`config.mk`:
```
export PLATFORM = sky130hd
export DESIGN_NAME = dff_deser
export DESIGN_NICKNAME = d
export VERILOG_FILES = /design/src/rtl/dff_deser_pkg.sv /design/src/rtl/deser_out_reg.sv /design/src/rtl/dff_deser.sv
export SDC_FILE = /design/constraint.sdc
export NUM_CORES = 1
export LEC_CHECK = 0
export ABC_AREA = 1
export ABC_CLOCK_PERIOD_IN_PS = 1200
export CORE_MARGIN = 2
export CORE_UTILIZATION = 44
export DETAILED_ROUTE_END_ITERATION = 8
export PLACE_DENSITY = 0.64
export REMOVE_ABC_BUFFERS = 1
export SYNTH_ARGS = -nofsm -noshare
export SYNTH_HDL_FRONTEND = slang
export SYNTH_SLANG_ARGS = --single-unit
```
`constraint.sdc`:
```
create_clock -name clk -period 1.2 [get_ports clk]
set_input_delay 0.24 -clock clk [delete_from_list [all_inputs] [get_ports clk]]
set_output_delay 0.24 -clock clk [all_outputs]
set_load 0.1 [all_outputs]
```
`src/rtl/dff_deser_pkg.sv`:
```
// Shared types and constants for the dff_deser serial-to-parallel receiver.
package dff_deser_pkg;

    localparam int unsigned DataWDefault = 8;

    typedef enum logic [1:0] {
        StIdle,
        StData,
        StStop
    } deser_state_e;

endpackage

```
`src/rtl/deser_out_reg.sv`:
```
// Output holding register with valid/ready handshake and overrun detection.
module deser_out_reg
    import dff_deser_pkg::*;
#(
    parameter int unsigned DATA_W = DataWDefault
) (
    input  logic              clk,
    input  logic              rst,
    input  logic              word_vld_i,
    input  logic [DATA_W-1:0] word_i,
    input  logic              data_rdy_i,
    output logic [DATA_W-1:0] data_o,
    output logic              data_vld_o,
    output logic              overrun_o
);

    logic [DATA_W-1:0] data_q, data_d;
    logic              vld_q, vld_d;
    logic              overrun_q, overrun_d;
    logic              accept;

    assign accept = vld_q & data_rdy_i;

    always_comb begin
        data_d    = data_q;
        vld_d     = vld_q;
        overrun_d = 1'b0;
        if (word_vld_i) begin
            // A word slot frees up on the same edge as a handshake.
            if (!vld_q || accept) begin
                data_d = word_i;
                vld_d  = 1'b1;
            end else begin
                overrun_d = 1'b1;
            end
        end else if (accept) begin
            vld_d = 1'b0;
        end
    end

    always_ff @(posedge clk) begin
        if (rst) begin
            data_q    <= '0;
            vld_q     <= 1'b0;
            overrun_q <= 1'b0;
        end else begin
            data_q    <= data_d;
            vld_q     <= vld_d;
            overrun_q <= overrun_d;
        end
    end

    assign data_o     = data_q;
    assign data_vld_o = vld_q;
    assign overrun_o  = overrun_q;

endmodule

```
`src/rtl/dff_deser.sv`:
```
// Serial receiver: start bit, DATA_W data bits LSB first, one stop bit.
module dff_deser
    import dff_deser_pkg::*;
#(
    parameter int unsigned DATA_W = DataWDefault
) (
    input  logic              clk,
    input  logic              rst,
    input  logic              bit_in,
    output logic [DATA_W-1:0] data_out,
    output logic              data_vld,
    input  logic              data_rdy,
    output logic              frame_err,
    output logic              overrun
);

    localparam int unsigned CntW = $clog2(DATA_W);

    deser_state_e      state_q, state_d;
    logic [CntW-1:0]   cnt_q, cnt_d;
    logic [DATA_W-1:0] shift_q, shift_d;
    logic              frame_err_q, frame_err_d;
    logic              good_stop;

    always_comb begin
        state_d     = state_q;
        cnt_d       = cnt_q;
        shift_d     = shift_q;
        frame_err_d = 1'b0;
        good_stop   = 1'b0;
        unique case (state_q)
            StIdle: begin
                if (!bit_in) begin
                    state_d = StData;
                    cnt_d   = '0;
                end
            end
            StData: begin
                shift_d[cnt_q] = bit_in;
                cnt_d          = cnt_q + CntW'(1);
                if (cnt_q == CntW'(DATA_W - 1)) begin
                    state_d = StStop;
                end
            end
            StStop: begin
                // A low stop bit is a framing error, never a new start bit.
                state_d = StIdle;
                if (bit_in) begin
                    good_stop = 1'b1;
                end else begin
                    frame_err_d = 1'b1;
                end
            end
            default: state_d = StIdle;
        endcase
    end

    always_ff @(posedge clk) begin
        if (rst) begin
            state_q     <= StIdle;
            cnt_q       <= '0;
            shift_q     <= '0;
            frame_err_q <= 1'b0;
        end else begin
            state_q     <= state_d;
            cnt_q       <= cnt_d;
            shift_q     <= shift_d;
            frame_err_q <= frame_err_d;
        end
    end

    assign frame_err = frame_err_q;

    deser_out_reg #(
        .DATA_W(DATA_W)
    ) u_out_reg (
        .clk       (clk),
        .rst       (rst),
        .word_vld_i(good_stop),
        .word_i    (shift_q),
        .data_rdy_i(data_rdy),
        .data_o    (data_out),
        .data_vld_o(data_vld),
        .overrun_o (overrun)
    );

endmodule

```
---- Word level (Yosys, flattened, before mapping) ----
Cells that the tools add are included.
word-level totals
  logic and storage cells ................. 46
  output and inout bits ................... 11
  flip-flop bits (word level) ............. 24
cells by class
  eq/ne operators ......................... 6
  bitwise operators ....................... 3
  order comparisons ....................... 2
  reduce and logical (&&, ||, !) cells .... 12
  add/subtract/negate cells ............... 1
  muxes and demuxes ....................... 15
operators with widths
  operator                                                                       number
  8-bit bitwise mux                                                              1
  1-bit 2-to-1 mux                                                               8
  2-bit AND reduction                                                            4
  3-bit case mux with 2 select lines                                             1
  3-bit by 4-bit less-than comparator with 1-bit output (second input constant)  1
  2-bit 2-to-1 mux                                                               2
  2-bit != test (second input constant)                                          2
  2-bit case mux with 2 select lines                                             1
  2-bit nonzero test                                                             2
  2-bit OR reduction                                                             2
  3-bit by 1-bit adder with 3-bit output (second input constant)                 1
  1-bit demux with 3-bit select                                                  1
  3-bit == test (second input constant)                                          1
  3-bit by 1-bit >= comparator with 1-bit output (second input constant)         1
  3-bit 2-to-1 mux                                                               1
  2-bit by 1-bit == test with 1-bit output (second input constant)               1
  2-bit == test (second input constant)                                          1
  2-bit logical NOT                                                              1
  2-bit by 1-bit != test with 1-bit output (second input constant)               1
  1-bit NOT                                                                      2
  1-bit AND                                                                      1
  1-bit logical AND                                                              1
  1-bit logical NOT                                                              1
  1-bit logical OR                                                               1

---- Depth between registers and ports, before layout ----
Gate-level depths: netlist (run 1).
  word-level depth ........................ 5
  mapped depth ............................ 7
  gate-level depth less buffers ........... 6

---- Cells and area by module ----
A second synthesis (run 1) with hierarchy kept.
second synthesis, totals
  cells, all modules ...................... 142
  area total of the unflattened synthesis .. 1046.0 sq um
modules (own cells, without submodules)
  module         sequential area each (sq um)  cells an instance  area an instance (sq um)  instances
  dff_deser      280.3                         83                 590.6                     1
  deser_out_reg  200.2                         59                 455.4                     1

---- Worst setup path after synthesis (run 1) ----
Ideal clock, no wire load.
  path kind ............................... reg2reg
  start ................................... reg u_out_reg.vld_q, in the netlist u_out_reg.data_vld_o
  end ..................................... reg u_out_reg.data_q[0], in the netlist u_out_reg.data_o[0]
  path slack .............................. -0.493 ns
  path buffers ............................ 1
  cell stages (with the launch flop) ...... 7
  clock period less this slack ............ 1.693 ns
  setup time .............................. 0.117 ns
  arrival time ............................ 1.576 ns
  cell sequence ........................... dfxtp_1 -> inv_1 -> nor2_1 -> nor2_4 -> buf_6 -> nor2_1 -> nor2_1
on the way
  longest elaborated chain between the ends .. 3
  elaborated cells on any way between the ends .. 4
ends and longest elaborated chain
  item                                            RTL line                                  RTL
  from (decl)                                     deser_out_reg.sv:18                       logic vld_q, vld_d;
  from (signal assigned)                          deser_out_reg.sv:48                       vld_q <= vld_d;
  1-bit AND or 1-bit logical NOT (tied branches)  deser_out_reg.sv:22, deser_out_reg.sv:30
  1-bit logical OR (*)                            deser_out_reg.sv:30                       if (!vld_q || accept) begin
  2-bit AND reduction (no line) (*)               -
  to (signal assigned)                            deser_out_reg.sv:47                       data_q <= data_d;
  to (decl)                                       deser_out_reg.sv:17                       logic [DATA_W-1:0] data_q, data_d;
Mark *: on every way between the ends. The rest lies on a longest branch, timed or not.
A chain may end at the register's enable or synchronous reset.

---- Worst setup path in the final report (run 1) ----
  start ................................... reg u_out_reg.vld_q, in the netlist u_out_reg.data_vld_o
  end ..................................... out data_vld
RTL lines
  item       RTL line         RTL
  to (decl)  dff_deser.sv:11  output logic data_vld,
No word-level cell between the ends.

==> flow_metrics.env, run 1 <==
export IMPL_synth_xor_area_frac=0
export IMPL_start_util=0.463
export IMPL_num_vias=888
export IMPL_yosys_area_share_simple=0.349
export IMPL_yosysWarnings=0
export IMPL_fmax_mhz=866
export IMPL_synth_top_family_by_area="simple AND/OR/NAND/NOR gates"
export IMPL_top_level_ports=15
export IMPL_synth_area_top_cells="dfxtp_1 (47%), nand2_1 (14%), nor2_1 (13%)"
export IMPL_num_rows=17
export IMPL_rsz0062_at_grt="false"
export IMPL_synth_edf_count=0
export IMPL_fin_crit_sh=0.963
export IMPL_cts_made_buffers=3
export IMPL_netlist_cell_type_count=18
export IMPL_maxCapViolCount=0
export IMPL_cp_max_fo=2
export IMPL_drt_wl_total_um=1700
export IMPL_clock_latency_ps=300
export IMPL_slowest_delay_ps=360
export IMPL_synth_async_reset_ratio=0
export IMPL_grtUsageTotal=0.151
export IMPL_seq_area_frac_synth=0.473
export IMPL_clock_path_buffers=2
export IMPL_dieArea_sq_mm=0.00271
export IMPL_synth_compound_gate_area_share=0.0555
export IMPL_max_slew_margin_rel=0.841
export IMPL_cts_tree="yes"
export IMPL_finalNetCount=173
export IMPL_p_total_mw=1.33
export IMPL_seq_area_sq_um=483
export IMPL_setup_viol=0
export IMPL_period_needed_ps=1160
export IMPL_synth_top_area_frac=0.473
export IMPL_place_gp_congestion=0.834
export IMPL_die_w_um=52.0
export IMPL_core_sq_mm=0.00219
export IMPL_synthMuxAreaShare=0
export IMPL_synth_top_cells_by_count="nand2_1 (38), nor2_1 (36), dfxtp_1 (24), inv_1 (17), a21oi_1 (8)"
export IMPL_postCtsHoldBufs=0
export IMPL_finalMaxSlewViolations=0
export IMPL_drtAntennaViolNets=0
export IMPL_tightest_slew_ps=238
export IMPL_htreeDepth=1
export IMPL_drive_gt1_frac=0.193
export IMPL_grt_pass1_vias=783
export IMPL_finClkSkew_ps=0.688
export IMPL_crit_path_end_kind="primary output"
export IMPL_drc=0
export IMPL_routed_via_density=4.58
export IMPL_die_h_um=52.0
export IMPL_drt_iter0_markers=3
export IMPL_cp_slowest_cell="dfxtp_2"
export IMPL_cts_root_buf="clkbuf_4"
export IMPL_synth_area_per_cell_sq_um=7.10
export IMPL_min_path_type="register to register"
export IMPL_finalHoldViolCount=0
export IMPL_path_cells="buf_6 -> buf_12"
export IMPL_critPathLaunchType="register"
export IMPL_synth_area_leader_cell="dfxtp_1"
export IMPL_grt_max_degree=18
export IMPL_p_per_area_mw_per_mm2=958
export IMPL_synth_fa_ha_area_frac=0.0247
export IMPL_dp_hpwl_um=1300
export IMPL_grt_antenna_before_repair=0
export IMPL_critPathTopFamily="flip-flops"
export IMPL_synth_area_sq_mm=0.00101
export IMPL_synthCells=143
export IMPL_path_clk_slew_ps=130
export IMPL_io_buffers=14
export IMPL_grt_overflow_total=0
export IMPL_ir_drop_mv=0.695
export IMPL_syn_to_final_growth_pct=37.2
export IMPL_synth_flop_cell="dfxtp_1"
export IMPL_wl_per_cell_um=8.76
export IMPL_n_antenna_cell=0
export IMPL_yosysMostFrequentCell="nand2_1"
export IMPL_path_class="register to primary output"
export IMPL_hold_ws_ps=496
export IMPL_multi_input_area_sq_um=444
export IMPL_cts_setup_buffers=0
export IMPL_grt_pass1_wl_um=3040
export IMPL_p_leak_nw=0.572
export IMPL_firstDrtPassIters=4
export IMPL_cp_num_buf_inv=2
export IMPL_cts_resized=0
export IMPL_worstPathArrival_ps=920
export IMPL_cp_data_required_time_ps=960
export IMPL_ys_ff_latch=24
export IMPL_status="completed"
export IMPL_cts_num_sinks=24
export IMPL_fillCellCount=200
## per-stage QoR
step | cells | TNS [ps] | worst slack, ps | instance area [sq um] | util
global route | 194 | 0 | 3.40 | 1390 | 0.636
CTS | 193 | 0 | 3.80 | 1380 | 0.629
finish | 194 | 0 | 44.6 | 1390 | 0.636
floorplan | 140 | -3780 | -402 | 991 | -
detailed placement | 189 | -3260 | -281 | 1340 | 0.612
global placement | 189 | -2680 | -238 | 1340 | 0.612
## routing by layer
| layer | vias to the layer above | global-route usage | part of all wire |
|---|---|---|---|
| met5 | - | 0 | 0 |
| met4 | 0 | 0.0921 | 0.010 |
| met3 | 2 | 0.0259 | 0.024 |
| met2 | 6 | 0.243 | 0.51 |
| met1 | 395 | 0.188 | 0.45 |
| li1 | 485 | - | - |
## report_power, final
group	leakage (nW)	switching (mW)	internal, mW	total, mW
clock	0.0210	0.230	0.185	0.415
sequential	0.195	0.0123	0.808	0.820
combinational	0.356	0.0565	0.0424	0.0989
total	0.572	0.299	1.04	1.33
## path summary, 6_finish.rpt
check,cells past startpoint,slack (ps),endpoint,startpoint
min reg2reg,2,500,shift_q[3],shift_q[3]
min,2,500,shift_q[3],shift_q[3]
max reg2reg,5,110,shift_q[7],state_q[0]
max,2,40,data_vld,u_out_reg.data_vld_o
## flip-flops by register name (all words and copies together), names as in the netlist
signal                count
shift_q                   8
state_q                   2
u_out_reg.data_o          8
frame_err                 1
cnt_q                     3
u_out_reg.data_vld_o      1
u_out_reg.overrun_o       1
## worst reg2reg max path, stage by stage, from the launching register on
cell	delay, ps
dfxtp_1	460
nand3_1	190
nor2_1	190
nand2_1	70
nand2_1	60
nor2_1	30
## layout make-up
class / instances / share of cell area
Tap cell: 28 / 0.0252
Multi-Input combinational cell: 97 / 0.319
Sequential cell: 24 / 0.347
Clock buffer: 4 / 0.0261
Inverter: 20 / 0.0539
Timing Repair Buffer: 21 / 0.229
## cell families after synthesis
kind of cell / count (synthesis)
AND/OR/NAND/NOR: 84
flip-flops: 24
buffers and inverters: 23
AO/OA/AOI/OAI: 10
adder cells (fa/ha/maj): 2
## cells in the final DEF (no fill, tap or decap), types with 2 or more instances in the layout
cell type	instances
a21oi_1	8
buf_12	12
buf_4	5
clkbuf_4	3
clkdlybuf4s50_1	3
dfxtp_1	22
dfxtp_2	2
ha_1	2
inv_1	17
inv_2	2
nand2_1	38
nand3_1	5
nor2_1	35
nor2_2	2
nor2_4	2
Note: power is estimated with default switching activity, not from simulation.
==> inputs of run 2 (changes only) <==
--- a/config.mk
+++ b/config.mk
@@ -5,13 +5,12 @@
 export SDC_FILE = /design/constraint.sdc
 export NUM_CORES = 1
 export LEC_CHECK = 0
-export ABC_AREA = 1
 export ABC_CLOCK_PERIOD_IN_PS = 1200
 export CORE_MARGIN = 2
 export CORE_UTILIZATION = 44
 export DETAILED_ROUTE_END_ITERATION = 8
+export GPL_TIMING_DRIVEN = 0
 export PLACE_DENSITY = 0.64
-export REMOVE_ABC_BUFFERS = 1
 export SYNTH_ARGS = -nofsm -noshare
 export SYNTH_HDL_FRONTEND = slang
 export SYNTH_SLANG_ARGS = --single-unit
==> flow_metrics.env, run 2 <==
export IMPL_status="complete, but fails checks"
export IMPL_violations="setup timing"
export IMPL_synthCells=94
export IMPL_seq_area_frac_synth=0.479
export IMPL_netlist_cell_type_count=24
export IMPL_cts_made_buffers=3
export IMPL_cts_num_sinks=24
export IMPL_synth_top_cells_by_count="dfxtp_1 (24), nand2b_1 (18), mux2i_1 (16), nand2_1 (5)"
export IMPL_synth_area_top_cells="dfxtp_1 (48%), mux2i_1 (16%), nand2b_1 (11%)"
export IMPL_drtAntennaViolNets=0
export IMPL_internal_power_mw=1.13
export IMPL_period_needed_ps=1220
export IMPL_wl_per_cell_um=13.1
export IMPL_power_share_clock=0.351
export IMPL_drt_iter0_markers=7
export IMPL_cts_root_buf="clkbuf_4"
export IMPL_use_met3=0.0259
export IMPL_ys_ff_latch=24
export IMPL_fmax_mhz=822
export IMPL_hold_start="bit_in"
export IMPL_use_met1=0.189
export IMPL_die_h_um=51.7
export IMPL_grt_antenna_before_repair=0
export IMPL_ir_drop_mv=0.625
export IMPL_grtUsageMet2=0.246
export IMPL_synth_area_leader_cell="dfxtp_1"
export IMPL_max_slew_margin_rel=0.787
export IMPL_rr_worst_depth=3
export IMPL_critPathLaunchType="register"
export IMPL_htreeDepth=1
export IMPL_p_per_area_mw_per_mm2=1090
export IMPL_yosysMostFrequentCell="dfxtp_1"
export IMPL_routed_via_density=5.08
export IMPL_setup_viol=1
export IMPL_num_vias=726
export IMPL_start_util=0.457
export IMPL_num_rows=17
export IMPL_grt_pass1_wl_um=2970
export IMPL_mostFrequentLayoutCells="nand2b_1 (18), mux2i_1 (16), buf_6 (13), dfxtp_1 (12), dfxtp_2 (10)"
export IMPL_synth_async_reset_ratio=0
export IMPL_cp_max_fo=4
export IMPL_dp_hpwl_um=1200
export IMPL_p_leak_nw=0.604
export IMPL_holdPathEnd="frame_err"
export IMPL_tightest_slew_ps=320
export IMPL_timing_setup_tns_ps=-17.0
export IMPL_min_path_type="primary input to register"
export IMPL_yosysWarnings=0
export IMPL_fin_ws_ps=-17.0
export IMPL_finalHoldViolCount=0
export IMPL_top_level_ports=15
export IMPL_place_gp_congestion=0.700
export IMPL_grt_overflow_total=0
export IMPL_finalMaxSlewViolations=0
export IMPL_synth_top_area_frac=0.479
export IMPL_clock_latency_ps=320
export IMPL_grt_max_degree=15
export IMPL_clock_path_buffers=2
export IMPL_grt_busiest_layer="met2"
export IMPL_switching_power_mw=0.323
export IMPL_cts_tree="yes"
export IMPL_synth_area_per_cell_sq_um=10.7
export IMPL_firstDrtPassIters=4
export IMPL_io_buffers=14
export IMPL_grtUsageTotal=0.154
export IMPL_synth_edf_count=0
export IMPL_fin_crit_sh=1.01
export IMPL_seq_power_share=0.565
export IMPL_synth_flop_cell="dfxtp_1"
export IMPL_reg2reg_from="cnt_q[0]"
export IMPL_syn_to_final_growth_pct=32.6
export IMPL_synth_area_sq_mm=0.00100
export IMPL_switching_share=0.223
export IMPL_path_class="register to register"
export IMPL_die_w_um=51.7
export IMPL_grt_pass1_vias=685
export IMPL_p_total_mw=1.45
export IMPL_hold_depth=2
export IMPL_path_clk_slew_ps=130
export IMPL_rsz0062_at_grt="true"
export IMPL_dieArea_sq_mm=0.00268
export IMPL_core_sq_mm=0.00219
export IMPL_crit_path_end_kind="register"
export IMPL_layout_commonest_cell="nand2b_1"
export IMPL_n_antenna_cell=0
export IMPL_syn_num_nets=100
export IMPL_drt_wl_total_um=1870
export IMPL_drc=0
export IMPL_ff2ff_setup_slack_ps=-20
export IMPL_finClkSkew_ps=1.41
export IMPL_maxCapViolCount=0
export IMPL_r2r_end="state_q[0]"
export IMPL_drive_gt1_frac=0.374
export IMPL_finalNetCount=122
export IMPL_cp_data_required_time_ps=1430
export IMPL_pre_cts_ws_ps=-479
export IMPL_worstPathArrival_ps=1450
export IMPL_p_comb_frac=0.083
export IMPL_postCtsHoldBufs=0
[run 2: kinds of logic after synthesis]
kind of cell / Yosys count / synth area share
AND/OR/NAND/NOR: 40 / 0.267
adder cells (fa/ha/maj): 2 / 0.0250
AO/OA/AOI/OAI: 7 / 0.0412
buffers and inverters: 5 / 0.0275
flip-flops: 24 / 0.479
multiplexers: 16 / 0.160
[run 2: area by class of cell]
cell class,instances,area [sq um]
flip-flops and latches,24,500
plain buffers,4,32.5
repair buffers,18,186
clock buffers,4,47.5
fillers,192,862
multi-input cells,65,527
well taps,28,35.0
[run 2: how the worst max path moves through the flow]
stage / end / cells after the start / slack (ps) / from
4_1_cts: shift_q[6] / 3 / -30 / state_q[0]
6_report: state_q[0] / 3 / -20 / cnt_q[0]
3_5_place_dp: data_vld / 1 / -480 / u_out_reg.data_vld_o
3_3_place_gp: data_vld / 1 / -480 / u_out_reg.data_vld_o
2_1_floorplan: state_q[0] / 3 / 20 / cnt_q[0]
5_1_grt: state_q[0] / 3 / -90 / cnt_q[1]
[run 2: metal layers]
| layer | part of all wire | vias to the layer above |
|---|---|---|
| met5 | 0 | - |
| met4 | 0.024 | 0 |
| met3 | 0.042 | 5 |
| met2 | 0.47 | 16 |
| met1 | 0.47 | 339 |
| li1 | - | 366 |
[run 2: critical path: stages, from the launching register on]
cell and delay [ps]:
dfxtp_4 390, ha_1 210, ha_2 200, a2111oi_4 340
[run 2: power groups by stage]
stage | clock, mW | combinational (mW) | sequential, mW
floorplan | 0 | 0.0624 | 0.834
global placement | 0 | 0.0864 | 0.836
detailed placement | 0 | 0.0880 | 0.837
CTS | 0.524 | 0.0911 | 0.821
global route | 0.543 | 0.132 | 0.822
finish | 0.510 | 0.121 | 0.820
[run 2: per-stage QoR]
stage / hold WS [ps] / area, sq um / cells / util
after floorplan: 317 / 1020 / 94 / -
final: 175 / 1330 / 143 / 0.607
after detailed placement: 466 / 1190 / 136 / 0.544
after global placement: 457 / 1190 / 136 / 0.544
after CTS: 488 / 1250 / 140 / 0.572
after global routing: 162 / 1330 / 143 / 0.607
[run 2: repair_timing]
item | 4_1_cts | 5_1_grt
endpoints found under the setup margin | 13 | 19
setup buffers | 0 | 4
pin swaps | 0 | 3
gates resized for setup | 77 | 17
hold endpoints to repair | 0 | 0
